$ cat config.mk
export PLATFORM = sky130hd
export DESIGN_NAME = baud_tick_gen_flat
export DESIGN_NICKNAME = d
export VERILOG_FILES = /design/src/rtl/uart_baud_pkg.sv /design/src/rtl/baud_tick_gen_if.sv /design/src/rtl/baud_frac_div.sv /design/src/rtl/baud_tick_gen.sv /design/src/flat_wrapper.sv
export SDC_FILE = /design/constraint.sdc
export NUM_CORES = 1
export LEC_CHECK = 0
export BUFFER_PORTS_ARGS = -buffer_cell sky130_fd_sc_hd__buf_2
export CORE_ASPECT_RATIO = 1.5
export CORE_MARGIN = 1
export CORE_UTILIZATION = 50
export CTS_CLUSTER_DIAMETER = 40
export DETAILED_ROUTE_END_ITERATION = 16
export HOLD_SLACK_MARGIN = 0.05
export PLACE_DENSITY_LB_ADDON = 0.1
export SYNTH_ARGS = -nofsm -noshare
export SYNTH_HDL_FRONTEND = slang
export SYNTH_SLANG_ARGS = --single-unit
$ cat constraint.sdc
create_clock -name Clock -period 7.1 [get_ports Clock]
set_clock_uncertainty 0.15 [all_clocks]
set_input_delay 1.42 -clock Clock [delete_from_list [all_inputs] [get_ports Clock]]
set_output_delay 1.42 -clock Clock [all_outputs]
set_load 0.01 [all_outputs]
$ cat src/rtl/uart_baud_pkg.sv
// uart_baud_pkg: BaudSel codes, preset baud table and the Q4 divisor function.
//   BAUD_* codes : BaudSel encodings (BAUD_CUSTOM selects CustomDiv)
//   BAUD_RATE    : baud rate for each preset code
//   FRAC_W       : fraction bits of the Q(DIV_W).4 divisor
//   q4Div()      : round(clkFreq*16 / (baud*overSample))
package uart_baud_pkg;
    typedef enum logic [2:0] {
        BAUD_2400, BAUD_4800, BAUD_9600, BAUD_19200,
        BAUD_38400, BAUD_57600, BAUD_115200, BAUD_CUSTOM
    } baudSel_e;
    localparam int FRAC_W = 4;
    localparam int unsigned BAUD_RATE [7] = '{2400, 4800, 9600, 19200, 38400, 57600, 115200};
    function automatic longint unsigned q4Div(input longint unsigned clkFreq,
                                              input longint unsigned overSample,
                                              input longint unsigned baud);
        longint unsigned d;
        d = baud * overSample;
        return (clkFreq * 64'd16 + d / 64'd2) / d;
    endfunction
endpackage

$ cat src/rtl/baud_tick_gen_if.sv
// baud_tick_gen_if: control and tick bundle of the baud generator.
//   Enable, Resync, BaudSel, CustomDiv : controls driven by the user (master)
//   OsTick, MidTick, BitTick, Phase, DivErr : registered outputs of the generator (slave)
interface baud_tick_gen_if #(
    parameter int DIV_W      = 16,
    parameter int OVERSAMPLE = 16
);
    logic                          Enable;
    logic                          Resync;
    logic [2:0]                    BaudSel;
    logic [DIV_W+3:0]              CustomDiv;
    logic                          OsTick;
    logic                          MidTick;
    logic                          BitTick;
    logic [$clog2(OVERSAMPLE)-1:0] Phase;
    logic                          DivErr;
    modport master (output Enable, Resync, BaudSel, CustomDiv,
                    input  OsTick, MidTick, BitTick, Phase, DivErr);
    modport slave  (input  Enable, Resync, BaudSel, CustomDiv,
                    output OsTick, MidTick, BitTick, Phase, DivErr);
endinterface

$ cat src/rtl/baud_frac_div.sv
// baud_frac_div: integer down-counter plus 4-bit fraction accumulator giving the raw OsTick.
//   Clock, ResetN    : clock, async active-low reset
//   enable, restart  : run enable; restart reloads divInt and clears the fraction
//   divInt, divFrac  : integer and fractional divisor parts
//   rawTick          : one-cycle tick due this cycle (registered by the top)
module baud_frac_div
    import uart_baud_pkg::*;
#(
    parameter int DIV_W = 16
) (
    input  logic              Clock,
    input  logic              ResetN,
    input  logic              enable,
    input  logic              restart,
    input  logic [DIV_W-1:0]  divInt,
    input  logic [FRAC_W-1:0] divFrac,
    output logic              rawTick
);
    logic [DIV_W-1:0]  cnt;
    logic [FRAC_W-1:0] fracAcc;
    logic [FRAC_W:0]   fracSum;
    always_comb begin
        fracSum = {1'b0, fracAcc} + {1'b0, divFrac};
        rawTick = enable && !restart && cnt == DIV_W'(1);
    end
    // The fraction carry stretches the following period by one cycle.
    always_ff @(posedge Clock or negedge ResetN) begin
        if (!ResetN) begin
            cnt     <= '0;
            fracAcc <= '0;
        end else if (restart) begin
            cnt     <= divInt;
            fracAcc <= '0;
        end else if (rawTick) begin
            cnt     <= divInt + DIV_W'(fracSum[FRAC_W]);
            fracAcc <= fracSum[FRAC_W-1:0];
        end else if (enable) begin
            cnt     <= cnt - DIV_W'(1);
        end
    end
endmodule

$ cat src/rtl/baud_tick_gen.sv
// baud_tick_gen: UART baud generator with oversample, mid-bit and bit ticks.
//   Clock, ResetN : clock, async active-low reset
//   bus (slave)   : Enable/Resync/BaudSel/CustomDiv in; OsTick/MidTick/BitTick/Phase/DivErr out
module baud_tick_gen
    import uart_baud_pkg::*;
#(
    parameter int CLK_FREQ   = 50_000_000,
    parameter int OVERSAMPLE = 16,
    parameter int DIV_W      = 16
) (
    input logic            Clock,
    input logic            ResetN,
    baud_tick_gen_if.slave bus
);
    localparam int PH_W = $clog2(OVERSAMPLE);
    logic [DIV_W+3:0] q4Tab [8];
    logic [DIV_W+3:0] prevDiv;
    logic [2:0]       prevSel;
    logic [DIV_W-1:0] divInt;
    logic [FRAC_W-1:0] divFrac;
    logic [PH_W-1:0]  phNext;
    logic             started, errNow, restart, rawTick;
    for (genvar g = 0; g < 7; g++) begin : gPreset
        assign q4Tab[g] = (DIV_W+FRAC_W)'(q4Div(64'(CLK_FREQ), 64'(OVERSAMPLE), 64'(BAUD_RATE[g])));
    end
    assign q4Tab[7] = bus.CustomDiv;
    // A registered DivErr forces one more restart on the cycle the error clears.
    always_comb begin
        {divInt, divFrac} = q4Tab[bus.BaudSel];
        errNow  = divInt < DIV_W'(2);
        restart = bus.Enable && (bus.Resync || !started || bus.BaudSel != prevSel ||
                                 bus.CustomDiv != prevDiv || errNow || bus.DivErr);
        phNext  = bus.Phase + PH_W'(1);
    end
    baud_frac_div #(.DIV_W(DIV_W)) uDiv (
        .Clock   (Clock),
        .ResetN  (ResetN),
        .enable  (bus.Enable),
        .restart (restart),
        .divInt  (divInt),
        .divFrac (divFrac),
        .rawTick (rawTick)
    );
    always_ff @(posedge Clock or negedge ResetN) begin
        if (!ResetN) begin
            started     <= 1'b0;
            prevSel     <= '0;
            prevDiv     <= '0;
            bus.DivErr  <= 1'b0;
            bus.OsTick  <= 1'b0;
            bus.MidTick <= 1'b0;
            bus.BitTick <= 1'b0;
            bus.Phase   <= '0;
        end else if (bus.Enable) begin
            started     <= 1'b1;
            prevSel     <= bus.BaudSel;
            prevDiv     <= bus.CustomDiv;
            bus.DivErr  <= errNow;
            bus.OsTick  <= rawTick;
            bus.MidTick <= rawTick && phNext == PH_W'(OVERSAMPLE / 2);
            bus.BitTick <= rawTick && phNext == '0;
            bus.Phase   <= restart ? '0 : rawTick ? phNext : bus.Phase;
        end else begin
            bus.OsTick  <= 1'b0;
            bus.MidTick <= 1'b0;
            bus.BitTick <= 1'b0;
        end
    end
endmodule

$ cat src/flat_wrapper.sv
// flat-port wrapper written by rule: the top's interface ports become plain ports
module baud_tick_gen_flat import uart_baud_pkg::*;
#(
    parameter int CLK_FREQ   = 50_000_000,
    parameter int OVERSAMPLE = 16,
    parameter int DIV_W      = 16
)
  (Clock, ResetN, bus_Enable, bus_Resync, bus_BaudSel, bus_CustomDiv, bus_OsTick, bus_MidTick, bus_BitTick, bus_Phase, bus_DivErr);
  baud_tick_gen_if #(.DIV_W(DIV_W), .OVERSAMPLE(OVERSAMPLE)) bus_i ();
  input logic Clock;
  input logic ResetN;
  input wire logic [$bits(bus_i.Enable)-1:0] bus_Enable;
  input wire logic [$bits(bus_i.Resync)-1:0] bus_Resync;
  input wire logic [$bits(bus_i.BaudSel)-1:0] bus_BaudSel;
  input wire logic [$bits(bus_i.CustomDiv)-1:0] bus_CustomDiv;
  output wire logic [$bits(bus_i.OsTick)-1:0] bus_OsTick;
  output wire logic [$bits(bus_i.MidTick)-1:0] bus_MidTick;
  output wire logic [$bits(bus_i.BitTick)-1:0] bus_BitTick;
  output wire logic [$bits(bus_i.Phase)-1:0] bus_Phase;
  output wire logic [$bits(bus_i.DivErr)-1:0] bus_DivErr;
  assign bus_i.Enable = bus_Enable;
  assign bus_i.Resync = bus_Resync;
  assign bus_i.BaudSel = bus_BaudSel;
  assign bus_i.CustomDiv = bus_CustomDiv;
  assign bus_OsTick = bus_i.OsTick;
  assign bus_MidTick = bus_i.MidTick;
  assign bus_BitTick = bus_i.BitTick;
  assign bus_Phase = bus_i.Phase;
  assign bus_DivErr = bus_i.DivErr;
  baud_tick_gen #(.CLK_FREQ(CLK_FREQ), .OVERSAMPLE(OVERSAMPLE), .DIV_W(DIV_W)) u_core (.Clock(Clock), .ResetN(ResetN), .bus(bus_i));
endmodule
==> results.cfg <==
[logic_synthesis]
ys_top_cells_by_area = dfrtp_1 36%, xor2_1 7.2%, mux2_2 7.1%
synth_cell_types = 61
synth-edff-count = 0
synthesis.nets = 447
synth_seq_cells = 52
seq_area_frac_synth_pct = 35.64
async_reset_ff_share_pct = 100.0
ys_warn_count = 0
ys.flop_type = dfrtp_1
synth_area_um2 = 3651
syn_inst = 405
yosys.area.top_type = dfrtp_1
netlist_top_cells_count = 52 x dfrtp_1, 37 x nand2_1, 30 x xor2_1
synth_most_common_cell = dfrtp_1
syn-mean-instance-area_um2 = 9.015
yosysTopAreaCellShare_pct = 35.64

[critical_path]
slowest_stage = nor3_1
path_class = input pin to flip-flop
crit_required_ps = 7170
start_kind = input pin
r2r-start = u_core.uDiv.fracAcc[0]
crit_start = bus_BaudSel[2]
rrSetupSlack_ps = 3940
arrival_ps = 4610
crit_path_end = u_core.uDiv.cnt[12]
end_kind = flip-flop
critPathMaxFanout = 29
reg2reg_depth = 13
r2r_end = u_core.uDiv.cnt[12]
slowest_delay_ps = 500
crit_path_cell_trace = buf_2, nand4_1, o21ai_0, ha_1, inv_1, fa_1, nor2b_1, o21ai_0, nand2b_1, ha_1, ha_1, nand3_1, nor3_1, a311o_1, a22oi_1, o31ai_1
crit_top_cell = ha_1

[cells_and_area]
multi_input_area_um2 = 2202
fin_cells = 508
fillCellCount = 642
drive_above_1_share_pct = 17.21
final_cell_area_um2 = 3955
finalNetCount = 471
syn2layout_area_growth_pct = 8.328
num_antenna_cells = 0
register_area_um2 = 1301

[power]
p_per_area_nw_per_um2 = 162.6
leakagePower_uw = 0.001702
ir_drop_mv = 0.1217

[sta]
relSlewSlack_pct = 38.07
finalSetupTns_ps = 0
setup_viol = 0
timing.final.crit_share_pct = 63.96
rsz0062_at_grt = false
worst_pin_slew_ps = 914.5
fin_crit_ps = 4541
slew_viol_final = 0
finalHoldViolCount = 0
setup_ws_ps = 2559
fmax_mhz = 220.2

[global_routing]
grt_pass1_wl_um = 14170
grt_max_degree = 53
antenna_found_initial = 0
track_usage_pct = 23.76
grt_pass1_vias = 2866
gr-total-overflow = 0

[clocking]
postCtsHoldBufs = 0
post-cts-setup-buffer-count = 0
cts_resized = 0
clkTransAtPathRegs_ps = 90
htree_levels = 2
root_buffer = clkbuf_8
clk_path_buf_depth = 2
cts_sinks = 52
clock_latency_ps = 310
cts_tree = done
cts_made_buffers = 5

[routing]
drt_iter0_drc = 198
via_per_inst = 6.094
wirelength_um = 8539
firstDrtPassIters = 5
ant_nets = 0
wl_per_cell_um = 16.81
drcViolationCount = 0
routed-via-count = 3096

[placement]
routabilityCongestion = 0.8920
placed_cell_area_um2 = 3865
place_ws_ps = 2283
post-dp-hpwl_um = 6307
dp_cells = 500
port_buffers = 34

[min_path]
min_path_type = flip-flop to flip-flop

[floorplanning]
start_util_pct = 52.58
num_io_pins = 35
die_area_um2 = 7655
rows = 37
dieWidth_um = 71.77
die_y_um = 106.7
floorplan.core_area_um2 = 6944

[status]
status = finished, final reports clean

[run]
cap_violations = 0
==> critical path: cells and delay by family <==
family | cells | cell delay (ps)
simple gates | 5 | 1060
fa+ha+maj | 4 | 970
compound gates | 5 | 740
buf+inv | 2 | 410
==> stage by stage <==
stage | power, uW | util, % | hold WS, ps
finish | 643.3 | 56.96 | 315.1
global route | 676.4 | 56.96 | 351.0
CTS | 648.9 | 56.96 | 316.1
detailed placement | 473.6 | 55.66 | 292.5
global placement | 470.9 | 55.66 | 299.9
floorplan | 429.3 | - | 277.5
==> metal layers <==
layer	up-vias	GRT usage (%)	part of all wire, %
li1	1533	-	-
met1	1472	31.11	45
met3	16	3.008	3.1
met2	75	38.81	49
met5	-	0	0
met4	0	11.06	3.6
==> area by class of cell <==
| cell class | count | share of cell area, % |
|---|---|---|
| clock buffer | 8 | 2.278 |
| multi-input combinational | 316 | 55.68 |
| sequential | 52 | 32.90 |
| tap | 78 | 2.468 |
| timing repair buffer | 39 | 5.252 |
| inverter | 15 | 1.424 |
==> how the worst min path moves through the flow <==
stage | from | endpoint | slack, ps | depth (start not counted)
finish | u_core.started | u_core.started | 320 | 1
global route | u_core.started | u_core.started | 350 | 1
CTS | u_core.started | u_core.started | 320 | 1
detailed placement | u_core.started | u_core.started | 290 | 1
global placement | u_core.started | u_core.started | 300 | 1
floorplan | u_core.started | u_core.started | 280 | 1
==> state kept, by name, summed over array words and instances, names as in the netlist <==
register,count
u_core.started,1
u_core.prevSel,3
u_core.uDiv.fracAcc,4
u_core.bus.OsTick,1
u_core.bus.Phase,4
u_core.bus.DivErr,1
u_core.bus.BitTick,1
u_core.bus.MidTick,1
u_core.uDiv.cnt,16
u_core.prevDiv,20
==> cell usage in the layout (no fill, tap or decap), types with 10 or more instances in the layout <==
cell type	count
a21oi_1	17
a31oi_1	10
buf_2	34
dfrtp_1	52
ha_1	14
inv_1	12
mux2_2	23
nand2_1	37
nand3_1	13
nor2_1	25
nor4_1	10
o21ai_1	19
xor2_1	30
==> logic make-up (layout without fill, tap and decap cells) <==
logic type,after synthesis,in the layout,synth area share (%)
compound gates,106,106,19.29
xor+xnor,39,39,9.356
fa+ha+maj,15,15,5.346
buf+inv,37,62,4.250
flops,52,52,35.64
mux,24,24,7.368
simple gates,132,132,18.75
==> power by group <==
| part | switching (uW) | internal [uW] | total [uW] |
|---|---|---|---|
| combinational | 73.6 | 57.0 | 131 |
| sequential | 20.3 | 317 | 338 |
| clock | 95.3 | 79.7 | 175 |
Power figures use the tool's default switching activity.
